[config.mk]
export PLATFORM = sky130hd
export DESIGN_NAME = pipe_ctrl_regs
export DESIGN_NICKNAME = d
export VERILOG_FILES = /design/src/rtl/pipe_ctrl_regs.sv
export SDC_FILE = /design/constraint.sdc
export NUM_CORES = 1
export LEC_CHECK = 0
export CORE_ASPECT_RATIO = 0.9
export CORE_MARGIN = 4
export CORE_UTILIZATION = 48
export DETAILED_ROUTE_END_ITERATION = 12
export PLACE_DENSITY = 0.89
export SLEW_MARGIN = 5
export SYNTH_ARGS = -nofsm -noshare
export SYNTH_HDL_FRONTEND = slang
export SYNTH_SLANG_ARGS = --single-unit
[constraint.sdc]
create_clock -name clk -period 3.8 [get_ports clk]
set_input_delay 0.76 -clock clk [delete_from_list [all_inputs] [get_ports clk]]
set_output_delay 0.76 -clock clk [all_outputs]
set_load 0.02 [all_outputs]
[src/rtl/pipe_ctrl_regs.sv]
// pipe_ctrl_regs
//   Control-side pipeline register bank of the 5-stage MIPS core. Holds the
//   ID/EX, EX/MEM and MEM/WB control words and register fields, resolves the
//   write-back destination in EX and counts retired instructions and inserted
//   bubbles.
//
// Ports
//   clk, rst            rising-edge clock, synchronous active-high reset
//   idValid, id*        decoded control word and register fields from ID
//   IDExFlush           bubble request from the hazard unit
//   IDEx*               ID/EX stage control and register fields
//   ExMem*              EX/MEM stage control and resolved destination
//   MemWB*              MEM/WB stage control and resolved destination
//   retireCount         valid instructions leaving MEM/WB (saturating)
//   bubbleCount         bubbles inserted by IDExFlush (saturating)
//
// Every stage advances every cycle; there are no stage enables. All outputs
// come straight from flops, so there is no input-to-output combinational path.
module pipe_ctrl_regs #(
    parameter int COUNT_W     = 16,
    parameter bit SUPPRESS_R0 = 1'b1
) (
    input  logic               clk,
    input  logic               rst,
    input  logic               idValid,
    input  logic               IDExFlush,
    input  logic               idALUSrc,
    input  logic [1:0]         idRegDst,
    input  logic               idMemRead,
    input  logic               idMemWrite,
    input  logic [1:0]         idRegData,
    input  logic               idRegWrite,
    input  logic [2:0]         idALUOpc,
    input  logic [4:0]         idRs,
    input  logic [4:0]         idRt,
    input  logic [4:0]         idRd,
    output logic               IDExValid,
    output logic               IDExALUSrc,
    output logic               IDExMemRead,
    output logic               IDExMemWrite,
    output logic               IDExRegWrite,
    output logic [1:0]         IDExRegDst,
    output logic [1:0]         IDExRegData,
    output logic [2:0]         IDExALUOpc,
    output logic [4:0]         IDExRs,
    output logic [4:0]         IDExRt,
    output logic [4:0]         IDExRd,
    output logic               ExMemValid,
    output logic               ExMemMemRead,
    output logic               ExMemMemWrite,
    output logic               ExMemRegWrite,
    output logic [1:0]         ExMemRegData,
    output logic [4:0]         ExMemRd,
    output logic               MemWBValid,
    output logic               MemWBRegWrite,
    output logic [1:0]         MemWBRegData,
    output logic [4:0]         MemWBRd,
    output logic [COUNT_W-1:0] retireCount,
    output logic [COUNT_W-1:0] bubbleCount
);

    localparam logic [COUNT_W-1:0] CNT_MAX = {COUNT_W{1'b1}};

    // ID/EX
    logic       idex_valid_q, idex_valid_d;
    logic       idex_alu_src_q, idex_alu_src_d;
    logic       idex_mem_read_q, idex_mem_read_d;
    logic       idex_mem_write_q, idex_mem_write_d;
    logic       idex_reg_write_q, idex_reg_write_d;
    logic [1:0] idex_reg_dst_q, idex_reg_dst_d;
    logic [1:0] idex_reg_data_q, idex_reg_data_d;
    logic [2:0] idex_alu_opc_q, idex_alu_opc_d;
    logic [4:0] idex_rs_q, idex_rs_d;
    logic [4:0] idex_rt_q, idex_rt_d;
    logic [4:0] idex_rd_q, idex_rd_d;
    // EX/MEM
    logic       exmem_valid_q, exmem_valid_d;
    logic       exmem_mem_read_q, exmem_mem_read_d;
    logic       exmem_mem_write_q, exmem_mem_write_d;
    logic       exmem_reg_write_q, exmem_reg_write_d;
    logic [1:0] exmem_reg_data_q, exmem_reg_data_d;
    logic [4:0] exmem_rd_q, exmem_rd_d;
    // MEM/WB
    logic       memwb_valid_q, memwb_valid_d;
    logic       memwb_reg_write_q, memwb_reg_write_d;
    logic [1:0] memwb_reg_data_q, memwb_reg_data_d;
    logic [4:0] memwb_rd_q, memwb_rd_d;
    // statistics
    logic [COUNT_W-1:0] retire_cnt_q, retire_cnt_d;
    logic [COUNT_W-1:0] bubble_cnt_q, bubble_cnt_d;

    logic [4:0] resolved_rd;

    always_comb begin
        // A flush turns the ID/EX slot into an all-zero bubble, so the hazard
        // and forwarding logic never see stale MemRead/RegWrite from it.
        if (IDExFlush) begin
            idex_valid_d     = 1'b0;
            idex_alu_src_d   = 1'b0;
            idex_mem_read_d  = 1'b0;
            idex_mem_write_d = 1'b0;
            idex_reg_write_d = 1'b0;
            idex_reg_dst_d   = 2'b00;
            idex_reg_data_d  = 2'b00;
            idex_alu_opc_d   = 3'b000;
            idex_rs_d        = 5'd0;
            idex_rt_d        = 5'd0;
            idex_rd_d        = 5'd0;
        end else begin
            idex_valid_d     = idValid;
            idex_alu_src_d   = idALUSrc;
            idex_mem_read_d  = idMemRead;
            idex_mem_write_d = idMemWrite;
            idex_reg_write_d = idRegWrite;
            idex_reg_dst_d   = idRegDst;
            idex_reg_data_d  = idRegData;
            idex_alu_opc_d   = idALUOpc;
            idex_rs_d        = idRs;
            idex_rt_d        = idRt;
            idex_rd_d        = idRd;
        end

        // Destination: rt for I-type, rd for R-type, r31 for jal.
        case (idex_reg_dst_q)
            2'b01:   resolved_rd = idex_rd_q;
            2'b10:   resolved_rd = 5'd31;
            default: resolved_rd = idex_rt_q;
        endcase

        exmem_valid_d     = idex_valid_q;
        exmem_mem_read_d  = idex_mem_read_q;
        exmem_mem_write_d = idex_mem_write_q;
        exmem_reg_data_d  = idex_reg_data_q;
        exmem_rd_d        = resolved_rd;
        // Writes to r0 are dropped here so forwarding never matches on r0.
        if (SUPPRESS_R0 && (resolved_rd == 5'd0)) begin
            exmem_reg_write_d = 1'b0;
        end else begin
            exmem_reg_write_d = idex_reg_write_q;
        end

        memwb_valid_d     = exmem_valid_q;
        memwb_reg_write_d = exmem_reg_write_q;
        memwb_reg_data_d  = exmem_reg_data_q;
        memwb_rd_d        = exmem_rd_q;

        retire_cnt_d = retire_cnt_q;
        if (memwb_valid_q && (retire_cnt_q != CNT_MAX)) begin
            retire_cnt_d = retire_cnt_q + 1'b1;
        end
        bubble_cnt_d = bubble_cnt_q;
        if (IDExFlush && (bubble_cnt_q != CNT_MAX)) begin
            bubble_cnt_d = bubble_cnt_q + 1'b1;
        end
    end

    always_ff @(posedge clk) begin
        if (rst) begin
            idex_valid_q      <= 1'b0;
            idex_alu_src_q    <= 1'b0;
            idex_mem_read_q   <= 1'b0;
            idex_mem_write_q  <= 1'b0;
            idex_reg_write_q  <= 1'b0;
            idex_reg_dst_q    <= 2'b00;
            idex_reg_data_q   <= 2'b00;
            idex_alu_opc_q    <= 3'b000;
            idex_rs_q         <= 5'd0;
            idex_rt_q         <= 5'd0;
            idex_rd_q         <= 5'd0;
            exmem_valid_q     <= 1'b0;
            exmem_mem_read_q  <= 1'b0;
            exmem_mem_write_q <= 1'b0;
            exmem_reg_write_q <= 1'b0;
            exmem_reg_data_q  <= 2'b00;
            exmem_rd_q        <= 5'd0;
            memwb_valid_q     <= 1'b0;
            memwb_reg_write_q <= 1'b0;
            memwb_reg_data_q  <= 2'b00;
            memwb_rd_q        <= 5'd0;
            retire_cnt_q      <= '0;
            bubble_cnt_q      <= '0;
        end else begin
            idex_valid_q      <= idex_valid_d;
            idex_alu_src_q    <= idex_alu_src_d;
            idex_mem_read_q   <= idex_mem_read_d;
            idex_mem_write_q  <= idex_mem_write_d;
            idex_reg_write_q  <= idex_reg_write_d;
            idex_reg_dst_q    <= idex_reg_dst_d;
            idex_reg_data_q   <= idex_reg_data_d;
            idex_alu_opc_q    <= idex_alu_opc_d;
            idex_rs_q         <= idex_rs_d;
            idex_rt_q         <= idex_rt_d;
            idex_rd_q         <= idex_rd_d;
            exmem_valid_q     <= exmem_valid_d;
            exmem_mem_read_q  <= exmem_mem_read_d;
            exmem_mem_write_q <= exmem_mem_write_d;
            exmem_reg_write_q <= exmem_reg_write_d;
            exmem_reg_data_q  <= exmem_reg_data_d;
            exmem_rd_q        <= exmem_rd_d;
            memwb_valid_q     <= memwb_valid_d;
            memwb_reg_write_q <= memwb_reg_write_d;
            memwb_reg_data_q  <= memwb_reg_data_d;
            memwb_rd_q        <= memwb_rd_d;
            retire_cnt_q      <= retire_cnt_d;
            bubble_cnt_q      <= bubble_cnt_d;
        end
    end

    assign IDExValid     = idex_valid_q;
    assign IDExALUSrc    = idex_alu_src_q;
    assign IDExMemRead   = idex_mem_read_q;
    assign IDExMemWrite  = idex_mem_write_q;
    assign IDExRegWrite  = idex_reg_write_q;
    assign IDExRegDst    = idex_reg_dst_q;
    assign IDExRegData   = idex_reg_data_q;
    assign IDExALUOpc    = idex_alu_opc_q;
    assign IDExRs        = idex_rs_q;
    assign IDExRt        = idex_rt_q;
    assign IDExRd        = idex_rd_q;
    assign ExMemValid    = exmem_valid_q;
    assign ExMemMemRead  = exmem_mem_read_q;
    assign ExMemMemWrite = exmem_mem_write_q;
    assign ExMemRegWrite = exmem_reg_write_q;
    assign ExMemRegData  = exmem_reg_data_q;
    assign ExMemRd       = exmem_rd_q;
    assign MemWBValid    = memwb_valid_q;
    assign MemWBRegWrite = memwb_reg_write_q;
    assign MemWBRegData  = memwb_reg_data_q;
    assign MemWBRd       = memwb_rd_q;
    assign retireCount   = retire_cnt_q;
    assign bubbleCount   = bubble_cnt_q;

endmodule
==> summary.txt <==
Global route
  • GRT met1 Usage: 21.6%
  • Gr usage total: 19.6%
  • Busiest layer in global routing: met2
  • Remaining global-route overflow: 0
  • Largest net degree at the start of global routing: 32
  • Vias in the first global route: 2,634
  • Met2 usage: 32.7%
  • Initial antenna violation count: 0
  • GR Util met3: 11.7%
  • Global-route wire length before repair: 12,400 um

Synthesis
  • Top cells by count, synth: 79 x dfxtp_1, 31 x and2_1, 30 x nor2_1
  • Synth top area share: 51.0%
  • Syn_area_per_cell: 9.78 um^2
  • Yosys warns: 0
  • Most instantiated library cell after synthesis: dfxtp_1
  • Cells after synthesis: 317
  • Synthesized Nets: 351
  • Area leader, netlist: dfxtp_1
  • Synth cell types: 44
  • Seq/Total Area, Yosys: 51.0%
  • Synthesized area: 3100 um^2
  • Ys flop type: dfxtp_1
  • Synth area leaders: dfxtp_1 51%, and2_1 6.3%, a21oi_1 4.2%
  • Post-synth EDFFs: 0
  • Ys async rst share: 0%
  • FF+latch count, synth: 79

Placement
  • PortBufs: 108
  • Placed Instances: 501
  • Setup slack at placement: 1.21 ns
  • Placer Congestion: 0.818
  • Area after DPL: 4240 um^2
  • Final HPWL DP: 5500 um

Drt
  • Antenna Nets Post-Route: 0
  • Vias: 2,748
  • Avg WL per Cell: 14.5 um
  • Routed vias/inst: 5.32
  • Drt pass-1 iters: 4
  • Routed WL: 7490 um
  • Drt initial violations: 104
  • Remaining DRCs: 0

Power and ir drop
  • Clock power share: 43.5%
  • PD cells: 392 nW/um^2
  • Final Power: 1.76 mW
  • Comb pwr share: 7.8%
  • Peak supply drop: 292 uV
  • Sequential power share: 48.7%
  • Sw frac: 21.7%
  • Switching power: 381 uW
  • Pint: 1.38 mW
  • Leak: 1.69 nW

Setup path
  • Max FO, Critical Path: 12
  • Crit-path leading delay family: buffers and inverters
  • WS Path Type: flip-flop to output pin
  • Crit start category: flip-flop
  • CP peak stage delay: 0.68 ns
  • CP Cell Sequence: clkdlybuf4s50_1
  • Critical path arrival: 1.56 ns
  • Buf/Inv on CP: 1
  • Worst path required time: 3.04 ns
  • Slowest cell on crit path: clkdlybuf4s50_1
  • CP Capture Type: output pin

Clock tree
  • Post-CTS sizing: 0
  • Clk buf depth: 2
  • Worst-Skew Late Latency: 0.35 ns
  • CTS tree: yes
  • Hold buffer count at CTS: 0
  • Clk slew on worst S/H paths: 0.08 ns
  • CTS sink cnt: 79
  • Root buffer cell: clkbuf_8
  • H-tree depth: 3
  • Cts bufs inserted: 9
  • Post-CTS setup buffer count: 0

Timing
  • Setup tns final: 0 ns
  • Worst setup margin: 1.48 ns
  • Final min period: 2.32 ns
  • Relative slew margins: 65.4%
  • Worst Clk Skew: 0.0137 ns
  • Final Max Tran Viols: 0
  • Fin. Hold Viols: 0
  • Unrepaired setup endpoints after global routing: false
  • Actual slew at the worst max-slew pin: 0.519 ns
  • Hold_ws: 0.469 ns
  • Setup violations, final: 0
  • Max Clock Freq: 431 MHz
  • Final worst path period share: 61.0%

Die
  • Area of the core: 6180 um^2
  • Initial Utilization: 50.1%
  • Die Wd: 92.7 um
  • I/O pin total: 109
  • Die area: 7810 um^2
  • Chip height: 84.2 um
  • Core Rows: 27

Hold path
  • Worst min-delay path class: flip-flop to flip-flop

Outcome
  • Status: complete, no violations

Finish
  • Layout area overhead: 44.9%
  • Non-filler instance count after layout: 517
  • Layout cells sized above 1: 7.67%
  • Nets: 459
  • Post-route cell area: 4490 um^2
  • Antenna cells: 0
  • Post-route core utilization: 72.7%

Job
  • Max-cap violations: 0
## flip-flops by register name, indices dropped and copies added, names as in the netlist, 3 cells and up
| signal | count |
|---|---|
| IDExALUOpc | 3 |
| bubbleCount | 16 |
| IDExRt | 5 |
| IDExRs | 5 |
| MemWBRd | 5 |
| retireCount | 16 |
| ExMemRd | 5 |
| IDExRd | 5 |
## worst reg2reg max path: cells and delay by family, from the launching register on
kind | cells | cell delay, ns
mux | 1 | 0.36
simple gates | 3 | 0.57
flops | 1 | 0.38
fa+ha+maj | 1 | 0.36
## metal layers
layer / vias to the layer above / part of all wire (%)
met5: - / 0
met4: 0 / 0.81
met3: 6 / 13
met2: 111 / 47
met1: 1281 / 39
li1: 1350 / -
## layout make-up
class,count,area (um^2)
Multi-Input combinational cell,219,1440
Timing Repair Buffer,110,1090
Tap cell,87,109
Inverter,6,22.5
Fill cell,445,1690
Sequential cell,79,1580
Clock buffer,10,138
Clock inverter,6,115
## kinds of logic (layout without fill, tap and decap cells)
| family | count (synthesis) | count (layout) | synth area share, % |
|---|---|---|---|
| compound gates | 52 | 52 | 11.3 |
| xor+xnor | 6 | 6 | 1.70 |
| fa+ha+maj | 4 | 4 | 1.61 |
| buf+inv | 19 | 132 | 2.66 |
| flops | 79 | 79 | 51.0 |
| mux | 8 | 8 | 2.79 |
| simple gates | 149 | 149 | 28.9 |
## placed cells by master, fill, tap and decap left out, drive strengths merged, types with 2 or more instances in the layout
cell / instances
o31a: 2
a31oi: 3
ha: 4
nand3: 13
clkdlybuf4s50: 107
nor2: 30
mux2i: 3
or4: 6
nand2: 11
dfxtp: 79
o41ai: 4
and3: 5
nor3: 9
and2: 31
or3: 5
clkbuf: 10
bufinv: 3
buf: 3
inv: 7
and4: 5
o21ai: 3
nand4: 10
o211ai: 2
a21oi: 26
nor2b: 19
mux2: 5
o31ai: 7
xor2: 5
nor4: 4
## worst paths after layout
kind                               start                           end  slack [ns]  depth (start not counted)
min reg2reg        ExMemRd[1]$_SDFF_PP0_         MemWBRd[1]$_SDFF_PP0_        0.47                          1
max          bubbleCount[2]$_SDFFE_PP0P_                bubbleCount[2]        1.48                          1
min                ExMemRd[1]$_SDFF_PP0_         MemWBRd[1]$_SDFF_PP0_        0.47                          1
max reg2reg  bubbleCount[0]$_SDFFE_PP0P_  bubbleCount[14]$_SDFFE_PP0P_        2.02                          5
## power groups by stage
stage                     combinational, mW  clock [mW]  sequential, mW
after floorplan                      0.0363           0           0.899
after global placement                0.136           0           0.876
after detailed placement              0.138           0           0.877
after CTS                             0.139       0.782           0.857
after global routing                  0.149       0.817           0.860
final                                 0.137       0.764           0.857
(Power assumes the default switching activity.)
